$ cat config.mk
export PLATFORM = sky130hd
export DESIGN_NAME = usb_dev_responder
export DESIGN_NICKNAME = d
export VERILOG_FILES = /design/src/rtl/usb_pkg.sv /design/src/rtl/usb_dev_timeout.sv /design/src/rtl/usb_dev_responder.sv
export SDC_FILE = /design/constraint.sdc
export NUM_CORES = 1
export LEC_CHECK = 0
export CAP_MARGIN = 20
export CORE_ASPECT_RATIO = 1.75
export CORE_UTILIZATION = 40
export DETAILED_ROUTE_END_ITERATION = 10
export PLACE_DENSITY_LB_ADDON = 0.2
export SYNTH_ARGS = -nofsm -noshare
export SYNTH_HDL_FRONTEND = slang
export SYNTH_SLANG_ARGS = --single-unit
$ cat constraint.sdc
create_clock -name clk -period 3.3 [get_ports clk]
set_input_delay 0.33 -clock clk [delete_from_list [all_inputs] [get_ports clk]]
set_output_delay 0.33 -clock clk [all_outputs]
set_load 0.01 [all_outputs]
$ cat src/rtl/usb_pkg.sv
// Shared USB packet-level definitions: PID codes, device responder states and
// the default device address / endpoint assignments.
package usb_pkg;

    typedef enum logic [3:0] {
        PID_OUT   = 4'b0001,
        PID_IN    = 4'b1001,
        PID_DATA0 = 4'b0011,
        PID_ACK   = 4'b0010,
        PID_NAK   = 4'b1010
    } usb_pid_t;

    typedef enum logic [2:0] {
        ST_IDLE,
        ST_WAIT_DATA,
        ST_MEM_WR,
        ST_MEM_RD,
        ST_SEND_DATA,
        ST_WAIT_ACK,
        ST_SEND_HS
    } usb_state_t;

    localparam logic [6:0]  USB_DEV_ADDR  = 7'd5;
    localparam logic [3:0]  USB_ADDR_ENDP = 4'd4;
    localparam logic [3:0]  USB_DATA_ENDP = 4'd8;
    localparam int unsigned USB_TIMEOUT   = 255;

    // DATA0/DATA1/DATA2/MDATA all end in 2'b11.
    function automatic logic is_data_pid(input logic [3:0] pid);
        return (pid[1:0] == 2'b11);
    endfunction

endpackage

$ cat src/rtl/usb_dev_timeout.sv
// 8-bit cycle counter: cleared by i_clr, counts while i_en, and flags
// o_expired on the LIMIT-th enabled cycle since the last clear.
module usb_dev_timeout #(
    parameter int unsigned LIMIT = 255
) (
    input  logic i_clk,
    input  logic i_rst,
    input  logic i_clr,
    input  logic i_en,
    output logic o_expired
);

    logic [7:0] r_count;

    always_ff @(posedge i_clk) begin
        if (i_rst || i_clr) begin
            r_count <= '0;
        end else if (i_en) begin
            r_count <= r_count + 8'd1;
        end
    end

    assign o_expired = i_en && (r_count == 8'(LIMIT - 1));

endmodule

$ cat src/rtl/usb_dev_responder.sv
// Device-side USB endpoint responder: address phase on ADDR_ENDP, 64-bit
// memory writes (OUT) and reads (IN) on DATA_ENDP.
module usb_dev_responder
    import usb_pkg::*;
#(
    parameter logic [6:0]  DEV_ADDR  = USB_DEV_ADDR,
    parameter logic [3:0]  ADDR_ENDP = USB_ADDR_ENDP,
    parameter logic [3:0]  DATA_ENDP = USB_DATA_ENDP,
    parameter int unsigned TIMEOUT   = USB_TIMEOUT
) (
    input  logic        clk,
    input  logic        rst,
    input  logic        rx_valid,
    input  logic [3:0]  rx_pid,
    input  logic [6:0]  rx_addr,
    input  logic [3:0]  rx_endp,
    input  logic [63:0] rx_data,
    input  logic        rx_crc_ok,
    output logic        tx_valid,
    input  logic        tx_ready,
    output logic [3:0]  tx_pid,
    output logic [63:0] tx_data,
    output logic        mem_req,
    output logic        mem_we,
    output logic [15:0] mem_addr,
    output logic [63:0] mem_wdata,
    input  logic [63:0] mem_rdata,
    input  logic        mem_ack
);

    usb_state_t  r_state;
    logic [15:0] r_addr_reg;
    logic        r_to_addr_ep;
    logic        r_tx_valid;
    logic [3:0]  r_tx_pid;
    logic [63:0] r_tx_data;
    logic        r_mem_req;
    logic        r_mem_we;
    logic [15:0] r_mem_addr;
    logic [63:0] r_mem_wdata;

    logic w_waiting;
    logic w_expired;
    logic w_token_for_us;

    // Only the two listening states count; every other state holds the
    // counter at zero, so each entry into a listening state starts fresh.
    assign w_waiting = (r_state == ST_WAIT_DATA) || (r_state == ST_WAIT_ACK);

    usb_dev_timeout #(
        .LIMIT (TIMEOUT)
    ) u_timeout (
        .i_clk     (clk),
        .i_rst     (rst),
        .i_clr     (!w_waiting),
        .i_en      (w_waiting),
        .o_expired (w_expired)
    );

    assign w_token_for_us = rx_valid && rx_crc_ok && (rx_addr == DEV_ADDR);

    always_ff @(posedge clk) begin
        if (rst) begin
            r_state      <= ST_IDLE;
            r_addr_reg   <= '0;
            r_to_addr_ep <= 1'b0;
            r_tx_valid   <= 1'b0;
            r_tx_pid     <= '0;
            r_tx_data    <= '0;
            r_mem_req    <= 1'b0;
            r_mem_we     <= 1'b0;
            r_mem_addr   <= '0;
            r_mem_wdata  <= '0;
        end else begin
            case (r_state)
                ST_IDLE: begin
                    if (w_token_for_us) begin
                        if (rx_pid == PID_OUT &&
                            (rx_endp == ADDR_ENDP || rx_endp == DATA_ENDP)) begin
                            r_to_addr_ep <= (rx_endp == ADDR_ENDP);
                            r_state      <= ST_WAIT_DATA;
                        end else if (rx_pid == PID_IN && rx_endp == DATA_ENDP) begin
                            r_mem_req  <= 1'b1;
                            r_mem_we   <= 1'b0;
                            r_mem_addr <= r_addr_reg;
                            r_state    <= ST_MEM_RD;
                        end
                    end
                end
                ST_WAIT_DATA: begin
                    if (rx_valid && is_data_pid(rx_pid)) begin
                        if (rx_pid == PID_DATA0 && rx_crc_ok) begin
                            if (r_to_addr_ep) begin
                                r_addr_reg <= rx_data[15:0];
                                r_tx_valid <= 1'b1;
                                r_tx_pid   <= PID_ACK;
                                r_state    <= ST_SEND_HS;
                            end else begin
                                r_mem_req   <= 1'b1;
                                r_mem_we    <= 1'b1;
                                r_mem_addr  <= r_addr_reg;
                                r_mem_wdata <= rx_data;
                                r_state     <= ST_MEM_WR;
                            end
                        end else begin
                            r_tx_valid <= 1'b1;
                            r_tx_pid   <= PID_NAK;
                            r_state    <= ST_SEND_HS;
                        end
                    end else if (w_expired) begin
                        r_state <= ST_IDLE;
                    end
                end
                ST_MEM_WR: begin
                    if (mem_ack) begin
                        r_mem_req  <= 1'b0;
                        r_tx_valid <= 1'b1;
                        r_tx_pid   <= PID_ACK;
                        r_state    <= ST_SEND_HS;
                    end
                end
                ST_MEM_RD: begin
                    if (mem_ack) begin
                        r_mem_req  <= 1'b0;
                        r_tx_valid <= 1'b1;
                        r_tx_pid   <= PID_DATA0;
                        r_tx_data  <= mem_rdata;
                        r_state    <= ST_SEND_DATA;
                    end
                end
                ST_SEND_DATA: begin
                    if (tx_ready) begin
                        r_tx_valid <= 1'b0;
                        r_state    <= ST_WAIT_ACK;
                    end
                end
                ST_WAIT_ACK: begin
                    // ACK, NAK, anything else or silence all end the read;
                    // a retry arrives as a fresh IN and re-reads memory.
                    if (rx_valid || w_expired) begin
                        r_state <= ST_IDLE;
                    end
                end
                ST_SEND_HS: begin
                    if (tx_ready) begin
                        r_tx_valid <= 1'b0;
                        r_state    <= ST_IDLE;
                    end
                end
                default: r_state <= ST_IDLE;
            endcase
        end
    end

    assign tx_valid  = r_tx_valid;
    assign tx_pid    = r_tx_pid;
    assign tx_data   = r_tx_data;
    assign mem_req   = r_mem_req;
    assign mem_we    = r_mem_we;
    assign mem_addr  = r_mem_addr;
    assign mem_wdata = r_mem_wdata;

endmodule

Word level (Yosys, flattened, before mapping)
Cells that the tools add are included.
{"block": "word_totals", "reg_bits": 179, "out_inout_bits": 151, "elab_cells": 115}
{"block": "classes", "addsub": 1, "n_eq_ne": 30, "mux": 44, "n_bitwise": 1, "n_reduce_logical": 28}
{"op": "$mux W16", "count": 6}
{"op": "$mux W3", "count": 12}
{"op": "$pmux W16 S2", "count": 1}
{"op": "$pmux W3 S7", "count": 1}
{"op": "$mux W4", "count": 5}
{"op": "$ne A2 B2 Y1 const B", "count": 8}
{"op": "$reduce_and A8 Y1", "count": 2}
{"op": "$mux W1", "count": 15}
{"op": "$pmux W4 S3", "count": 1}
{"op": "$ne A2 B1 Y1 const B", "count": 5}
{"op": "$reduce_and A5 Y1", "count": 2}
{"op": "$eq A3 B3 Y1 const B", "count": 3}
{"op": "$reduce_bool A3 Y1", "count": 3}
{"op": "$add A8 B1 Y8 const B", "count": 1}
{"op": "$eq A4 B4 Y1 const B", "count": 2}
{"op": "$eq A8 B8 Y1 const B", "count": 1}
{"op": "$reduce_and A4 Y1", "count": 2}
{"op": "$eq A7 B3 Y1 const B", "count": 1}
{"op": "$logic_and A1 B1 Y1", "count": 7}
{"op": "$reduce_and A7 Y1", "count": 1}
{"op": "$eq A3 B2 Y1 const B", "count": 2}
{"op": "$ne A3 B3 Y1 const B", "count": 2}
{"op": "$pmux W1 S3", "count": 2}
{"op": "$eq A4 B1 Y1 const B", "count": 1}
{"op": "other kinds (14)", "count": 18}

Depth between registers and ports, before layout
Gate-level depths: netlist (run 1).
{"block": "logic_depth", "depth_word": 6, "ltp_mapped": 8, "depth_no_buf": 7}

Modules after synthesis
Synthesis (run 1) repeated with hierarchy kept, for this count alone.
{"block": "hier_totals", "cells_unflattened": 827, "hier_area_um2": 6636.4}
{"module": "usb_dev_responder", "instances": 1, "cells_per_inst": 785, "area_each_um2": 6267.3, "seq_area_each_um2": 3403.3}
{"module": "usb_dev_timeout", "instances": 1, "cells_per_inst": 42, "area_each_um2": 369.1, "seq_area_each_um2": 160.2}

Worst setup path before layout (run 1)
No wires, ideal clock.
{"block": "synth_timing", "path_type": "input-to-reg", "from": "input rx_addr[5]", "to": "register r_mem_addr[10], in the netlist mem_addr[10]", "setup_time_ns": 0.072, "arrival_time_ns": 1.718, "required_time_ns": 3.228, "path_slack_ns": 1.511, "cell_stages": 6, "cell_sequence": "nand4bb_1 or4_4 a221oi_2 buf_6 buf_12 mux2i_1"}
{"block": "synth_between", "elab_chain_cells": 4}
{"element": "from (decl)", "line_no": "usb_dev_responder.sv:15", "rtl": "input logic [6:0] rx_addr,"}
{"element": "$eq A7 B3 Y1", "line_no": "usb_dev_responder.sv:60", "rtl": "assign w_token_for_us = rx_valid && rx_crc_ok && (rx_addr == DEV_ADDR);"}
{"element": "$logic_and A1 B1 Y1", "line_no": "usb_dev_responder.sv:60"}
{"element": "$ne A2 B2 Y1 (no source line)"}
{"element": "$reduce_and A7 Y1 (no source line)"}
{"element": "to (signal assigned)", "line_no": "usb_dev_responder.sv:85", "rtl": "r_mem_addr <= r_addr_reg;"}
{"element": "to (signal assigned)", "line_no": "usb_dev_responder.sv:101", "rtl": "r_mem_addr <= r_addr_reg;"}
{"element": "to (decl)", "line_no": "usb_dev_responder.sv:39", "rtl": "logic [15:0] r_mem_addr;"}
Every way passes these cells.
A chain may end at the register's enable or synchronous reset.

Final worst setup path (run 1)
{"block": "layout_timing", "from": "input rx_pid[1]", "to": "register r_mem_addr[1], in the netlist mem_addr[1]"}
{"block": "layout_between", "elab_chain_cells": 4}
{"element": "from (decl)", "line_no": "usb_dev_responder.sv:14", "rtl": "input logic [3:0] rx_pid,"}
{"element": "$eq A4 B4 Y1 (tied with other cells)", "line_no": "usb_dev_responder.sv:82", "rtl": "end else if (rx_pid == PID_IN && rx_endp == DATA_ENDP) begin"}
{"element": "$logic_and A1 B1 Y1 (on tied branches)"}
{"element": "$ne A2 B2 Y1 (no source line) / $ne A2 B1 Y1 (equally long branches)"}
{"element": "$reduce_and A7 Y1 (no source line) *"}
Mark *: on every way between the ends. The rest lies on a longest branch, timed or not.

==> impl_results.md, run 1 <==
* Status: complete, no violations
* Hold-fix buffers, CTS at 0
* Min-delay worst type: reg2reg
* Reg2reg setup slack at 1.21 ns
* Worst Skew at 0.0125 ns
* R2R Path Start: r_state[0]
* Die height at 173 um
* Hold depth at 2
* Syn Area/Cell at 8.32 sq um
* Initial drt markers at 166
* Mapped Area at 6710 sq um
* CP endpoint kind: flip-flop
* Ant. Diodes at 0
* Crit-path cells: clkdlybuf4s50_1 -> nor4bb_1 -> nand3_1 -> a221oi_4 -> buf_4 -> mux2i_1
* GR Util All Layers at 22.4%
* Yosys Warn Count at 0
* IO Port Bufs at 298
* Largest net degree at the start of global routing at 87
* Setup tns final at 0 ns
* Vias in the first global route at 6,087
* Commonest non-fill, non-tap cell in the layout: clkdlybuf4s50_1
* Share of synthesized registers carrying an async set or reset at 0%
* Placed cells at 1,285
* First-pass GRT wire length at 30.5 mm
* RSZ-0062 raised after global routing: no
* Initial antenna violation count at 0
* Vias at 6,283
* Layout cells sized above 1 at 5.12%
* Root Driver: clkbuf_16
* Worst EP arrival at 2.44 ns
* CORE AREA at 16,400 sq um
* Synth-to-Final Area Change at 54.9%
* Total CTS buffers at 17
* Fin area at 10,400 sq um
* Max-slew violation count at 0
* Number of vias per cell at 4.77
* Starting Density at 40.8%
* Setup bufs post-CTS at 0
* Num ports at 300
* Yosys reg bits at 178
* Commonest cells after routing, fill and taps aside: clkdlybuf4s50_1, nand2_1, dfxtp_1, a21oi_1, nand2b_1
* WP data required at 3.64 ns
* CP Max Fanout at 17
* Placed Instance Area at 9830 sq um
* Fmax at 0.477 GHz
* Tmin final at 2.10 ns
* LEAKAGE at 3.43 nW
* Max VDD drop at 0.000293 V
* Sinks on Clock Net at 178
* Die area at 17,300 sq um
* CTS tree: yes
* Post-CTS resize count at 0
* Crit path launch type: input pin
* Cells after synthesis at 807
* Worst-margin pin slew at 0.787 ns
* Worst hold endpoint: tx_pid[1]
* Fin crit share at 63.6%
* # setup viols final at 0
* Pre-Repair DR Iteration Count at 4
* Slowest CP cell: nor4bb_1
* Hold Fails Final Rpt at 0
* Post-DP HPWL at 14.0 mm
* Final Power at 4.33 mW
* Worst-Skew Late Latency at 0.42 ns
* Fin cells at 1,317
* Clock buffer depth at 2
* Residual DRC count at 0
* Number of enable flip-flop cells after synthesis at 0
* Hold Slack at 0.450 ns
* Routed wire length at 19.5 mm
* Clk slew on worst S/H paths at 0.07 ns
* Nets at 1,231
* Worst reg-to-reg path cell count at 5
* Worst hold start: tx_pid[1]
* Max-Cap Viols at 0
* Power per cell area at 417 nW/um^2
* Mapped Nets at 958
* Die Wd at 99.9 um
* Total congestion overflow at 0
* GP Congestion at 0.889
* Sequential cell area fraction in the yosys report at 53.1%
* Slew Limit Headroom at 47.5%
* ANT nets after route at 0
* Critical path class: in2reg
* Post-synth top flop: dfxtp_1
* Number of distinct library cells after synthesis at 49
* Crit Reg-Reg Endpoint: mem_addr[1]
* Depth of the CTS H-tree at 4
* DR WL/cell at 14.8 um
* Max incr delay on CP at 0.52 ns
* # rows at 62
[area by class of cell]
cell class	count	area [sq um]
fill	1477	6050
sequential	178	3560
timing repair buffer	310	3080
multi-input combinational	567	2880
clock buffer	19	443
tap	224	280
clock inverter	13	119
inverter	6	22.5
[how the worst max path moves through the flow]
stage	from	to	cells past startpoint
4_1_cts	r_state[0]	mem_addr[1]	5
6_report	rx_pid[1]	mem_addr[1]	6
5_1_grt	r_state[0]	mem_addr[1]	5
3_5_place_dp	rx_pid[1]	mem_addr[1]	6
3_3_place_gp	rx_pid[1]	mem_addr[15]	6
2_1_floorplan	rx_addr[5]	mem_addr[10]	6
[cells by family after synthesis]
family	synth area share, %
fa+ha+maj	0.373
compound gates	12.6
buf+inv	4.29
simple gates	23.9
xor+xnor	0.783
mux	4.92
flops	53.1
other cells	0.0559
[layer usage]
layer	GRT usage [%]	vias to the layer above	wire, um
met1	23.0	2847	7370
met4	10.1	0	673
met2	41.3	212	10100
met3	6.25	38	1330
li1	-	3186	-
met5	0	-	0
[synthesized netlist by cell type, drive strengths merged, types with 2 or more instances]
cell type  number  area [sq um]
nand2         262           983
dfxtp         178          3560
a21oi         138           691
clkbuf         37           140
nand2b         36           225
mux2i          33           330
nor2           31           116
buf            19           125
nand3          11          60.1
inv             6          22.5
nor3            6          52.6
o21ai           6          30.0
xor2            4          35.0
or3             3          18.8
a221oi          2          23.8
a41oi           2          17.5
and3            2          12.5
ha              2          25.0
nand3b          2          15.0
nand4           2          12.5
nor2b           2          12.5
nor4b           2          17.5
xnor2           2          17.5
[through the flow]
step	utilization (%)	setup slack [ns]
3_5_place_dp	59.8	0.786
6_report	63.2	1.20
3_3_place_gp	59.8	0.817
4_1_cts	63.2	1.19
5_1_grt	63.2	1.03
2_1_floorplan	-	1.51
[report_power, final]
group          switching (mW)  leakage, nW  internal (mW)
sequential         0.00000255         1.43           2.15
clock                   0.923        0.265           1.02
combinational          0.0752         1.74          0.170
total                   0.999         3.43           3.33
[critical path, delay by kind of cell]
kind                   cells  cell delay [ns]
AO/OA/AOI/OAI              1             0.31
buffers and inverters      2             0.83
multiplexers               1             0.23
AND/OR/NAND/NOR            2             0.73
Note: power is estimated with default switching activity, not from simulation.
==> inputs of run 2 (changes only) <==
--- a/config.mk
+++ b/config.mk
@@ -7,7 +7,7 @@
 export LEC_CHECK = 0
 export CAP_MARGIN = 20
 export CORE_ASPECT_RATIO = 1.75
-export CORE_UTILIZATION = 40
+export CORE_UTILIZATION = 38
 export DETAILED_ROUTE_END_ITERATION = 10
 export PLACE_DENSITY_LB_ADDON = 0.2
 export SYNTH_ARGS = -nofsm -noshare
==> constraint.sdc (replaced) <==
create_clock -name clk -period 1.8 [get_ports clk]
set_input_delay 0.18 -clock clk [delete_from_list [all_inputs] [get_ports clk]]
set_output_delay 0.18 -clock clk [all_outputs]
set_load 0.01 [all_outputs]
==> impl_results.md, run 2 (synthesis results as in run 1) <==
* Crit path launch type: input pin
* # rows at 64 (+3.2%)
* CP endpoint kind: flip-flop
* Clk slew on worst S/H paths at 0.07 ns (about the same)
* Commonest non-fill, non-tap cell in the layout: clkdlybuf4s50_1
* # setup viols final at 0 (unchanged)
* Hold-fix buffers, CTS at 0 (unchanged)
* Vias at 6,403 (+1.9%)
* RSZ-0062 raised after global routing: no
* LEAKAGE at 3.75 nW (+9.1%)
* Worst EP arrival at 2.07 ns (-0.37 ns)
* Pre-Repair DR Iteration Count at 4 (unchanged)
* Die Wd at 102 um (+2.5%)
* Initial drt markers at 205 (+23%)
* Fin crit share at 95.7%
* Commonest cells after routing, fill and taps aside: clkdlybuf4s50_1, nand2_1, dfxtp_1, a21oi_1, nand2b_1
* Critical path class: in2reg
* Depth of the CTS H-tree at 4 (unchanged)
* CTS tree: yes
* WP data required at 2.15 ns (-1.49 ns)
* Worst-Skew Late Latency at 0.42 ns (about the same)
* Hold Fails Final Rpt at 0 (unchanged)
* Slowest CP cell: clkdlybuf4s50_1
* IO Port Bufs at 298 (unchanged)
* Placed cells at 1,324 (+3.0%)
* Sinks on Clock Net at 178 (unchanged)
* Post-DP HPWL at 14.1 mm (+1.1%)
* Clock buffer depth at 2 (unchanged)
* Final Power at 8.09 mW (+87%)
* Routed wire length at 19.8 mm (+1.9%)
* Num ports at 300 (unchanged)
* Synth-to-Final Area Change at 62.6%
* Max incr delay on CP at 0.45 ns (-0.07 ns)
* Layout cells sized above 1 at 8.77% (+3.6 points)
* Power per cell area at 741 nW/um^2 (+78%)
* Fin cells at 1,362 (+3.4%)
* Worst Skew at 0.0130 ns (+0.000526 ns)
* Starting Density at 38.6% (-2.2 points)
* Crit-path cells: clkdlybuf4s50_1 -> or3b_4 -> nor3_4 -> o22ai_2 -> a221oi_4 -> buf_12 -> clkbuf_16 -> mux2i_1
* Number of vias per cell at 4.70 (-1.5%)
* CORE AREA at 17,400 sq um (+5.7%)
* CP Max Fanout at 8 (-9)
* Root Driver: clkbuf_16
* DR WL/cell at 14.6 um (-1.5%)
* Die height at 178 um (+2.6%)
* Min-delay worst type: in2reg
* ANT nets after route at 0 (unchanged)
* Post-layout util at 62.8% (-0.39 points)
* Nets at 1,267 (+2.9%)
* First-pass GRT wire length at 29.7 mm (-2.6%)
* Fmax at 0.580 GHz
* Die area at 18,200 sq um (+5.2%)
* Max-slew violation count at 0 (unchanged)
* Vias in the first global route at 5,962 (-2.1%)
* Max VDD drop at 0.000530 V (+81%)
* GR Util All Layers at 21.1% (-1.3 points)
* Total congestion overflow at 0 (unchanged)
* GP Congestion at 0.815 (-8.3%)
* Multi-input combinational cell area at 2900 sq um (+0.61%)
* Largest net degree at the start of global routing at 65 (-25%)
* Status: complete, no violations
* Storage cell area at 3570 sq um (+0.11%)
* Fillers at 1,532 (+3.7%)
* Total CTS buffers at 17 (unchanged)
* Max-Cap Viols at 0 (unchanged)
* Residual DRC count at 0 (unchanged)
* Tmin final at 1.72 ns
* Initial antenna violation count at 1 (+1)
-- run 2: cell count changes in the layout (fill, tap and decap cells not counted), sizes merged, moves of 3 or more --
cell	delta
buf	+34
clkbuf	+3
clkdlybuf4s50	-5
clkinv	+5
clkinvlp	-4
dlymetal6s2s	+5
inv	-3
-- run 2: report_power, final --
group          leakage, nW  internal (mW)  switching [mW]  total [mW]
Combinational         2.02          0.337           0.145       0.482
Clock                0.294           2.05            1.62        3.68
Sequential            1.43           3.94      0.00000404        3.94
-- run 2: through the flow --
step / setup slack (ns) / hold slack [ns] / instance area (sq um) / TNS, ns
3_5_place_dp: -0.342 / 0.446 / 10200 / -28.94
3_3_place_gp: -0.340 / 0.437 / 10200 / -27.15
6_report: 0.0769 / 0.141 / 10900 / 0
5_1_grt: 0.00125 / 0.153 / 10900 / 0
2_1_floorplan: 0.0287 / 0.292 / 6710 / 0
4_1_cts: 0.0690 / 0.136 / 10800 / 0
-- run 2: final timing paths --
path                  from             end  slack [ns]  depth (start not counted)
min reg2reg  mem_wdata[38]   mem_wdata[38]        0.45                          2
max reg2reg     r_state[1]    mem_addr[13]        0.08                          6
max              rx_pid[3]    mem_addr[13]        0.08                          8
min                    rst  r_addr_reg[11]        0.14                          2
-- run 2: layout make-up --
| class | instances | share of cell area, % |
|---|---|---|
| Antenna cell | 2 | 0.0459 |
| Clock buffer | 20 | 4.28 |
| Clock inverter | 12 | 1.11 |
| Inverter | 6 | 0.206 |
| Multi-Input combinational cell | 567 | 26.6 |
| Sequential cell | 178 | 32.7 |
| Tap cell | 231 | 2.65 |
| Timing Repair Buffer | 346 | 32.5 |
-- run 2: what timing repair did --
| action | 4_1_cts | 5_1_grt |
|---|---|---|
| setup buffers | 0 | 2 |
| endpoints found under the setup margin | 0 | 18 |
| resized for setup | 0 | 11 |
| hold endpoints to repair | 0 | 0 |
-- run 2: metal layers --
layer  part of all wire, %  GRT usage (%)  vias up
met5                     0              0        -
met4                   2.5           8.63        0
met3                   7.3           6.03       28
met2                    53           39.1      208
met1                    37           21.6     2902
li1                      -              -     3265
-- run 2: critical path, delay by kind of cell --
kind / cells / cell delay, ns
mux: 1 / 0.17
compound gates: 2 / 0.34
simple gates: 2 / 0.61
buf+inv: 3 / 0.76
